[config.mk]
export PLATFORM = sky130hd
export DESIGN_NAME = serial_addsub_fsm
export DESIGN_NICKNAME = d
export VERILOG_FILES = /design/src/rtl/serial_addsub_fsm.sv
export SDC_FILE = /design/constraint.sdc
export NUM_CORES = 1
export LEC_CHECK = 0
export ABC_AREA = 1
export BUFFER_PORTS_ARGS = -buffer_cell sky130_fd_sc_hd__clkbuf_2
export CAP_MARGIN = 20
export CORE_MARGIN = 5
export CORE_UTILIZATION = 55
export DETAILED_ROUTE_END_ITERATION = 10
export PLACE_DENSITY = 0.82
export SYNTH_ARGS = -nofsm -noshare
export SYNTH_HDL_FRONTEND = slang
export SYNTH_SLANG_ARGS = --single-unit
[constraint.sdc]
create_clock -name clk -period 1.85 [get_ports clk]
set_input_delay 0.4625 -clock clk [delete_from_list [all_inputs] [get_ports clk]]
set_output_delay 0.4625 -clock clk [all_outputs]
set_load 0.03 [all_outputs]
[src/rtl/serial_addsub_fsm.sv]
`default_nettype none
// ------------------------------------------------------------------
// serial_addsub_fsm: bit-serial add/subtract, LSB first   Rev 1.0
// ------------------------------------------------------------------
module serial_addsub_fsm #(
  parameter int WIDTH = 8
) (
  input  logic             clk,
  input  logic             reset,
  input  logic             start,
  input  logic             sub,
  input  logic [WIDTH-1:0] a,
  input  logic [WIDTH-1:0] b,
  output logic             busy,
  output logic             done,
  output logic [WIDTH-1:0] s,
  output logic             co,
  output logic             ovf
);

  localparam int            CW   = $clog2(WIDTH + 1);
  localparam logic [CW-1:0] LAST = CW'(WIDTH - 1);

  typedef enum logic [1:0] {
    IDLE = 2'b00,
    RUN  = 2'b01,
    DONE = 2'b10
  } state_t;

  state_t           state;
  state_t           state_next;
  logic [WIDTH-1:0] sh_a;
  logic [WIDTH-1:0] sh_b;
  logic [WIDTH-1:0] res_sh;
  logic [WIDTH-1:0] res_next;
  logic [CW-1:0]    cnt;
  logic             carry;
  logic             sum_bit;
  logic             carry_next;
  logic             last_bit;

  assign sum_bit    = sh_a[0] ^ sh_b[0] ^ carry;
  assign carry_next = (sh_a[0] & sh_b[0]) | (sh_a[0] & carry) | (sh_b[0] & carry);
  assign last_bit   = (cnt == LAST);

  // Sum bits enter from the MSB side so the result is aligned after WIDTH shifts.
  generate
    if (WIDTH == 1) begin : g_res_w1
      assign res_next = sum_bit;
    end else begin : g_res_wn
      assign res_next = {sum_bit, res_sh[WIDTH-1:1]};
    end
  endgenerate

  always_ff @(posedge clk or negedge reset) begin
    if (!reset) begin
      state <= IDLE;
    end else begin
      state <= state_next;
    end
  end

  always_comb begin
    state_next = state;
    busy       = 1'b0;
    done       = 1'b0;
    case (state)
      IDLE: begin
        if (start) state_next = RUN;
      end
      RUN: begin
        busy = 1'b1;
        if (last_bit) state_next = DONE;
      end
      DONE: begin
        busy       = 1'b1;
        done       = 1'b1;
        state_next = IDLE;
      end
      default: state_next = IDLE;
    endcase
  end

  always_ff @(posedge clk or negedge reset) begin
    if (!reset) begin
      sh_a   <= '0;
      sh_b   <= '0;
      res_sh <= '0;
      cnt    <= '0;
      carry  <= 1'b0;
      s      <= '0;
      co     <= 1'b0;
      ovf    <= 1'b0;
    end else if (state == IDLE && start) begin
      // Subtraction is a + ~b + 1: invert B and seed the carry with 1.
      sh_a  <= a;
      sh_b  <= b ^ {WIDTH{sub}};
      carry <= sub;
      cnt   <= '0;
    end else if (state == RUN) begin
      sh_a   <= sh_a >> 1;
      sh_b   <= sh_b >> 1;
      carry  <= carry_next;
      res_sh <= res_next;
      cnt    <= cnt + CW'(1);
      if (last_bit) begin
        s   <= res_next;
        co  <= carry_next;
        ovf <= carry ^ carry_next;
      end
    end
  end

endmodule
`default_nettype wire

==> results of run 1 <==
per-stage QoR:
| stage | cells | util | hold slack, ns | cell area (um^2) |
|---|---|---|---|---|
| finish | 309 | 0.655 | 0.0537 | 2200 |
| global route | 309 | 0.655 | 0.0619 | 2200 |
| CTS | 309 | 0.655 | 0.0607 | 2200 |
| detailed placement | 301 | 0.636 | 0.433 | 2140 |
| global placement | 301 | 0.636 | 0.437 | 2140 |
| floorplan | 228 | - | 0.167 | 1940 |
synth_stat cells:
cell type	instances
nor2_8	1
nand3_4	1
buf_2	5
inv_2	3
fa_1	1
inv_1	7
nor2_1	17
nand4_1	9
nand2_2	2
xnor2_1	2
nand3_1	20
nand2_1	89
o21ai_0	2
buf_4	4
buf_6	1
xor2_1	5
o211ai_1	1
ha_1	5
a21oi_1	13
dfrtp_1	40
critical path, cell delays in order (launching register included):
cell      delay, ns
dfrtp_1        0.39
inv_1          0.08
ha_1           0.28
clkbuf_2       0.20
logic make-up (layout without fill, tap and decap cells):
kind of cell	count (synthesis)	after routing	share of synthesized area
flops	40	40	0.517
xor+xnor	7	7	0.0317
simple gates	139	139	0.312
fa+ha+maj	6	6	0.0427
compound gates	16	16	0.0427
buf+inv	20	55	0.0537
how the worst max path moves through the flow:
stage | end | cells past startpoint
finish | busy | 3
global route | busy | 3
CTS | busy | 3
detailed placement | sh_a[6] | 6
global placement | sh_a[4] | 6
floorplan | busy | 2
report_power, final:
group,total (mW),internal (mW),switching [mW]
logic,1.46,0.501,0.955
clock network,0.464,0.186,0.278
registers,1.46,1.22,0.236
total,3.38,1.91,1.47
cell type report:
cell class                 instances  area, um^2  area share
sequential                        40        1000       0.455
multi-input combinational        168         831       0.377
timing repair buffer              37         213      0.0966
tap                               46        57.6      0.0261
clock buffer                       7        55.1      0.0250
inverter                          10        37.5      0.0170
clock inverter                     1        7.51     0.00341
layer usage:
layer	up-vias	GRT usage
met5	-	0
met4	0	0.0412
met2	58	0.288
met1	772	0.239
li1	797	-
met3	2	0.0638
state kept, by name (all words and copies together) (netlist names):
name    cells
carry       1
cnt         4
sh_b        8
sh_a        8
co          1
res_sh      7
s           8
state       2
ovf         1
==> summary.md, run 1 <==
| Metric | Value |
|---|---|
| Status | completed |
| Final Hold Vio Count | 0 |
| Worst r2r path cells | 6 |
| PortBufs | 31 |
| Seq/Total Area, Yosys | 0.517 |
| Required @ worst endpoint | 1.39 ns |
| First DRT Iteration DRCs | 96 |
| Top post-synthesis cells by area | dfrtp_1, nand2_1, nand3_1 |
| CTS root buf | clkbuf_4 |
| H-tree lvl count | 2 |
| Vias in the first global route | 1582 |
| Actual slew at the worst max-slew pin | 0.479 ns |
| Max Clk Rate | ~0.58 GHz |
| CTS Buf Count | 5 |
| P&R area growth vs syn | 13.8% |
| CP startpoint | state[0] |
| Antenna cell count | 0 |
| Detailed-route via count | 1629 |
| Initial antenna violation count | 0 |
| Largest net degree at the start of global routing | 24 |
| Flop-to-flop setup slack | 0.30 ns |
| Vias per inst | 5.27 |
| Yosys Warn Count | 0 |
| Worst EP arrival | 1.28 ns |
| Top Ports | 32 |
| Fin crit period | 1.74 ns |
| Worst clock skew | 0.00857 ns |
| Synth Instances | 228 |
| Post-Place Setup Slack | 0.301 ns |
| Final Wtd Congestion | 0.818 |
| Tot Pwr | roughly 3.4 mW |
| CTS Buffer Depth | 2 |
| Crit start category | flip-flop |
| Final WL | 3920 um |
| First-pass GRT wire length | 7070 um |
| Placeable Area | 3360 um^2 |
| Final Setup Violations | 0 |
| FF-to-FF Start | state[0] |
| TNS Setup | 0 ns |
| Grt ovf | 0 |
| Capture point of the worst reg-to-reg path | sh_a[6] |
| Drt first pass iters | 4 |
| # Post-CTS Setup Buffers | 0 |
| TritonCTS clock tree | done |
| Tcrit/Tclk final | 0.940 |
| WL met1 | 1680 um |
| Layout cells sized above 1 | 0.194 |
| Die X | 69.3 um |
| Count of state elements after synthesis | 40 |
| Crit-path max FO | 3 |
| DR WL/cell | 12.7 um |
| Largest area contributor in the netlist | dfrtp_1 |
| Slew Limit Headroom | 0.680 |
| HPWL after DPL | 2830 um |
| Leak Pwr | 1.18 nW |
| Cell area power density | ~1500 nW/um^2 |
| GR Util All Layers | 0.181 |
| Critical Path End Type | primary output |
| Standard-cell rows | 21 |
| Final ANT Viol Nets | 0 |
| Met3 routed wirelength | 270 um |
| Cts repair resizes | 0 |
| Netlist Area Pre-Place | 1940 um^2 |
| Slew Limit Fails | 0 |
| Worst setup margin | between 0.1 and 0.15 ns |
| Synthesized Nets | approximately 250 |
| Distinct cell type count of the synthesized netlist | 20 |
| Max_cap viols | 0 |
| Met2 wire len | a little under 2000 um |
| Average cell area after synthesis | 8.49 um^2 |
| Starting Density | 0.576 |
| Clock slew at reported path FFs | 0.12 ns |
| Die Footprint | 4810 um^2 |
| Clock sink total | 40 |
| RSZ-0062 raised after global routing | false |
| Most frequent cells in the layout | nand2_1, dfrtp_1, clkbuf_2 |
| DRC errors left | 0 |
| # nets final | ~290 |
| Die Span Y | 69.3 um |
| FILL cells | 314 |
| Top Metal Used | met4 |
| Hold_buf cts | 0 |
| Peak supply drop | 0.666 mV |
| Clock Latency Late Sink | roughly 0.34 ns |
| Yosys top cell area share | 0.517 |
| Crit Path Class | flip-flop to primary output |
| Commonest non-fill, non-tap cell in the layout | nand2_1 |
| Hold Crit Class | input pin to asynchronous set/reset pin |
Note: power is estimated with default switching activity, not from simulation.
==> run 2: changes to the inputs <==
--- a/config.mk
+++ b/config.mk
@@ -10,7 +10,7 @@
 export CAP_MARGIN = 20
 export CORE_MARGIN = 5
-export CORE_UTILIZATION = 55
+export CORE_UTILIZATION = 44
 export DETAILED_ROUTE_END_ITERATION = 10
-export PLACE_DENSITY = 0.82
+export PLACE_DENSITY = 0.69
 export SYNTH_ARGS = -nofsm -noshare
 export SYNTH_HDL_FRONTEND = slang
==> constraint.sdc (replaced) <==
create_clock -name clk -period 1.85 [get_ports clk]
set_input_delay 0.185 -clock clk [delete_from_list [all_inputs] [get_ports clk]]
set_output_delay 0.185 -clock clk [all_outputs]
set_load 0.03 [all_outputs]
==> summary.md, run 2 (synthesis results as in run 1) <==
| Metric | Value |
|---|---|
| Status | completed |
| Grt ovf | 0 |
| DRC errors left | 0 |
| PortBufs | 31 |
| Die Footprint | 5830 um^2 |
| Clock Latency Late Sink | 0.29 ns |
| Tcrit/Tclk final | 0.852 |
| Drt first pass iters | 4 |
| Antenna cell count | 0 |
| Critical Path End Type | flip-flop |
| Multi-input gate area | 831 um^2 |
| Worst clock skew | 0.00548 ns |
| Final Hold Vio Count | 0 |
| FILL cells | around 430 |
| # nets final | 288 |
| Biggest regs | s: 8 flops, sh_a: 8 flops, sh_b: 8 flops |
| Vias per inst | about 5.0 |
| Required @ worst endpoint | between 2 and 2.5 ns |
| Crit Path Class | flip-flop to flip-flop |
| Clock slew at reported path FFs | 0.07 ns |
| TNS Setup | 0 ns |
| Vias in the first global route | between 1500 and 2000 |
| Layout cells sized above 1 | 0.187 |
| Max_cap viols | 0 |
| Max Clk Rate | 0.635 GHz |
| Initial antenna violation count | 0 |
| Largest net degree at the start of global routing | 41 |
| CTS Buffer Depth | 2 |
| Starting Density | 0.448 |
| Final WL | 3940 um |
| CTS root buf | clkbuf_8 |
| First DRT Iteration DRCs | 88 |
| FF/Latch Area | 1000 um^2 |
| CP max stage delay | around 0.4 ns |
| HPWL after DPL | about 2800 um |
| Slew Limit Fails | 0 |
| Most frequent cells in the layout | nand2_1, dfrtp_1, clkbuf_2 |
| P&R area growth vs syn | 15.1% |
| Placeable Area | 4320 um^2 |
| Peak supply drop | 0.705 mV |
| Final Wtd Congestion | 0.775 |
| H-tree lvl count | 2 |
| Die Span Y | about 76 um |
| Hold Crit Class | input pin to flip-flop |
| Standard-cell rows | 24 |
| DR WL/cell | 12.6 um |
| Cell area power density | about 1600 nW/um^2 |
| TritonCTS clock tree | done |
| Detailed-route via count | ~1600 |
| Actual slew at the worst max-slew pin | between 0.4 and 0.5 ns |
| Slowest-stage cell, CP | dfrtp_1 |
| GR Util All Layers | 0.143 |
| Buf+Inv Stages, Crit Path | 3 |
| Fin crit period | 1.58 ns |
| Worst EP arrival | between 1.5 and 2 ns |
| Top Ports | 32 |
| Crit start category | flip-flop |
| Crit-path max FO | 17 |
| Final ANT Viol Nets | 0 |
| Leak Pwr | 1.19 nW |
| Cts repair resizes | 0 |
| RSZ-0062 raised after global routing | false |
| Post-Place Setup Slack | 0.264 ns |
| CP delay by family, top | buffers and inverters |
| Final Setup Violations | 0 |
| Clock sink total | 40 |
| Final core occ | 0.515 |
| Worst setup margin | 0.274 ns |
| Die X | 76.3 um |
| Critical Path, Cell by Cell | inv_1 -> ha_1 -> inv_2 -> nand2_1 -> inv_2 -> nand2_1 -> nand3_1 |
| Slew Limit Headroom | 0.669 |
| Commonest non-fill, non-tap cell in the layout | nand2_1 |
| Min Hold Slack | 0.0974 ns |
| First-pass GRT wire length | 6970 um |
| CTS Buf Count | 5 |
[run 2: cell count changes in the layout (fill, tap and decap cells not counted), sizes merged]
cell	delta
dlygate4sd3	+1
clkinvlp	-1
clkinv	+1
buf	-1
clkbuf	-1
[run 2: final cells by class]
type / count / area share
multi-input combinational: 168 / 0.373
tap: 52 / 0.0292
clock buffer: 6 / 0.0326
inverter: 10 / 0.0169
sequential: 40 / 0.449
clock inverter: 1 / 0.00225
timing repair buffer: 37 / 0.0966
[run 2: power breakdown]
part / internal, mW / switching, mW / total [mW]
sequential: 1.23 / 0.241 / 1.47
clock: 0.256 / 0.281 / 0.538
combinational: 0.515 / 0.968 / 1.48
total: 2.00 / 1.49 / 3.49
[run 2: per-layer routing]
layer | GRT usage | up-vias | share of wire | routed length (um)
met5 | 0 | - | 0 | 0
met2 | 0.239 | 29 | 0.49 | 1930
met1 | 0.179 | 736 | 0.46 | 1810
met3 | 0.0449 | 5 | 0.041 | 161
li1 | - | 797 | - | -
met4 | 0.0350 | 0 | 0.0089 | 35
[run 2: per-stage QoR]
step | area (um^2) | total power, mW | std cells
floorplan | 1940 | 2.58 | 228
global placement | 2140 | 2.89 | 306
detailed placement | 2140 | 2.97 | 306
CTS | 2230 | 3.52 | 314
global route | 2230 | 3.77 | 314
finish | 2230 | 3.49 | 314
[run 2: repair_timing]
item,in CTS,in global routing
setup buffers,0,0
hold buffers,1,0
hold endpoints to repair,40,0
endpoints found under the setup margin,0,0
[run 2: worst paths after layout]
check | cells past startpoint | slack [ns] | end | start
min reg2reg | 2 | 0.47 | co | co
max reg2reg | 7 | 0.27 | sh_b[4] | state[1]
min | 3 | 0.1 | sh_a[7] | a[7]
min in group asynchronous | 3 | 0.50 | res_sh[1] | reset
max in group asynchronous | 3 | 1.01 | state[1] | reset
max | 7 | 0.27 | sh_b[4] | state[1]
[run 2: worst min-delay path: stages]
cell and delay, ns:
clkbuf_2 0.07, nand2_1 0.04, nand2_1 0.06
==> run 3: changes to the inputs <==
==> constraint.sdc (replaced) <==
create_clock -name clk -period 1.7 [get_ports clk]
set_input_delay 0.17 -clock clk [delete_from_list [all_inputs] [get_ports clk]]
set_output_delay 0.17 -clock clk [all_outputs]
set_load 0.01 [all_outputs]
==> summary.md, run 3 (synthesis results as in run 1) <==
| Metric | Value |
|---|---|
| Antenna cell count | 0 |
| Final Wtd Congestion | 0.803 |
| Layout cells sized above 1 | 0.197 |
| TNS Setup | 0 ns |
| TritonCTS clock tree | done |
| RSZ-0062 raised after global routing | false |
| Clock sink total | 40 |
| # Post-CTS Setup Buffers | 0 |
| FF-to-FF Start | state[0] |
| Capture point of the worst reg-to-reg path | sh_a[4] |
| # nets final | 289 |
| Vias per inst | 4.88 |
| Cell area power density | about 1600 nW/um^2 |
| Worst r2r path cells | 6 |
| Critical Path End Type | flip-flop |
| GR Util All Layers | 0.140 |
| HPWL after DPL | 2700 um |
| Most frequent cells in the layout | nand2_1, dfrtp_1, clkbuf_2 |
| Worst EP arrival | 1.67 ns |
| Tot Pwr | 3.69 mW |
| Slew Limit Fails | 0 |
| Hold path depth | 3 |
| Actual slew at the worst max-slew pin | 0.334 ns |
| P&R area growth vs syn | 16.6% |
| Vias in the first global route | about 1500 |
| First DRT Iteration DRCs | 110 |
| Crit-path max FO | 16 |
| Drt first pass iters | 4 |
| Worst clock skew | approximately 0.0096 ns |
| Largest net degree at the start of global routing | 41 |
| Flop-to-flop setup slack | between 0.2 and 0.25 ns |
| Slew Limit Headroom | 0.777 |
| Hold Path End | sh_a[7] |
| Hold Crit Class | input pin to flip-flop |
| Die X | approximately 76 um |
| Top Ports | 32 |
| Fin crit period | 1.50 ns |
| FF/Latch Area | 1000 um^2 |
| DR WL/cell | around 12 um |
| Tcrit/Tclk final | 0.882 |
| Max Clk Rate | 0.667 GHz |
| CTS Buffer Depth | 2 |
| Grt ovf | 0 |
| Commonest non-fill, non-tap cell in the layout | nand2_1 |
| Final ANT Viol Nets | 0 |
| DRC errors left | 0 |
| CTS root buf | clkbuf_8 |
| Die Footprint | 5830 um^2 |
| Hold_sp | a[7] |
| Detailed-route via count | 1543 |
| Placeable Area | around 4300 um^2 |
| Final WL | 3810 um |
| Biggest regs | s: 8 flops, sh_a: 8 flops, sh_b: 8 flops |
| H-tree lvl count | 2 |
| FILL cells | 419 |
| Final Hold Vio Count | 0 |
| Status | completed |
| Multi-input gate area | around 830 um^2 |
| Final core occ | 0.522 |
| Peak supply drop | roughly 0.77 mV |
| Standard-cell rows | 24 |
| First-pass GRT wire length | 6710 um |
| Crit Path Class | flip-flop to flip-flop |
| Required @ worst endpoint | 1.87 ns |
| Clock slew at reported path FFs | 0.08 ns |
| Starting Density | 0.448 |
| Max_cap viols | 0 |
| Clock Latency Late Sink | ~0.29 ns |
| Crit start category | flip-flop |
| Leak Pwr | between 1 and 1.5 nW |
| Initial antenna violation count | 0 |
| PortBufs | 31 |
| Die Span Y | 76.3 um |
| CTS Buf Count | 5 |
| Cts repair resizes | 0 |
| Final Setup Violations | 0 |
==> run 3: worst max-delay path by stage <==
stage | end | start
6_report | sh_a[4] | state[0]
5_1_grt | sh_a[4] | state[0]
4_1_cts | sh_a[4] | state[0]
3_5_place_dp | sh_a[4] | state[0]
3_3_place_gp | sh_a[4] | state[0]
2_1_floorplan | sh_a[6] | state[0]
==> run 3: layout make-up <==
class / count / share of cell area
Sequential cell: 40 / 0.443
Multi-Input combinational cell: 168 / 0.368
Timing Repair Buffer: 38 / 0.104
Clock buffer: 5 / 0.0305
Tap cell: 52 / 0.0288
Inverter: 10 / 0.0166
Clock inverter: 3 / 0.00831
==> run 3: what timing repair did <==
| item | CTS | global route |
|---|---|---|
| endpoints found under the setup margin | 0 | 0 |
| hold buffers | 1 | 0 |
| hold endpoints to repair | 40 | 0 |
==> run 3: metrics by stage <==
stage | cells | setup slack, ns | instance area (um^2) | hold slack, ns
detailed placement | 307 | 0.182 | 2160 | 0.162
finish | 316 | 0.201 | 2260 | 0.0769
global route | 316 | 0.0607 | 2260 | 0.0857
CTS | 316 | 0.174 | 2260 | 0.0705
floorplan | 228 | 0.428 | 1940 | -0.126
global placement | 307 | 0.216 | 2160 | 0.158
==> run 3: worst max-delay path, cell delays in order (launching register included) <==
cell     delay [ns]
dfrtp_1        0.37
inv_1          0.08
ha_1           0.22
nand2_2        0.27
inv_2          0.19
a21oi_1        0.16
a21oi_1        0.08
==> run 3: layer usage <==
metal,vias to the layer above,GRT usage,share of wire
li1,798,-,-
met1,704,0.178,0.47
met2,36,0.223,0.45
met3,5,0.0426,0.060
met4,0,0.0524,0.015
met5,-,0,0
==> run 3: power breakdown <==
group	switching, mW	internal [mW]	leakage [nW]
sequential	0.248	1.33	0.513
combinational	0.907	0.579	0.641
clock	0.337	0.286	0.0479
total	1.49	2.20	1.20
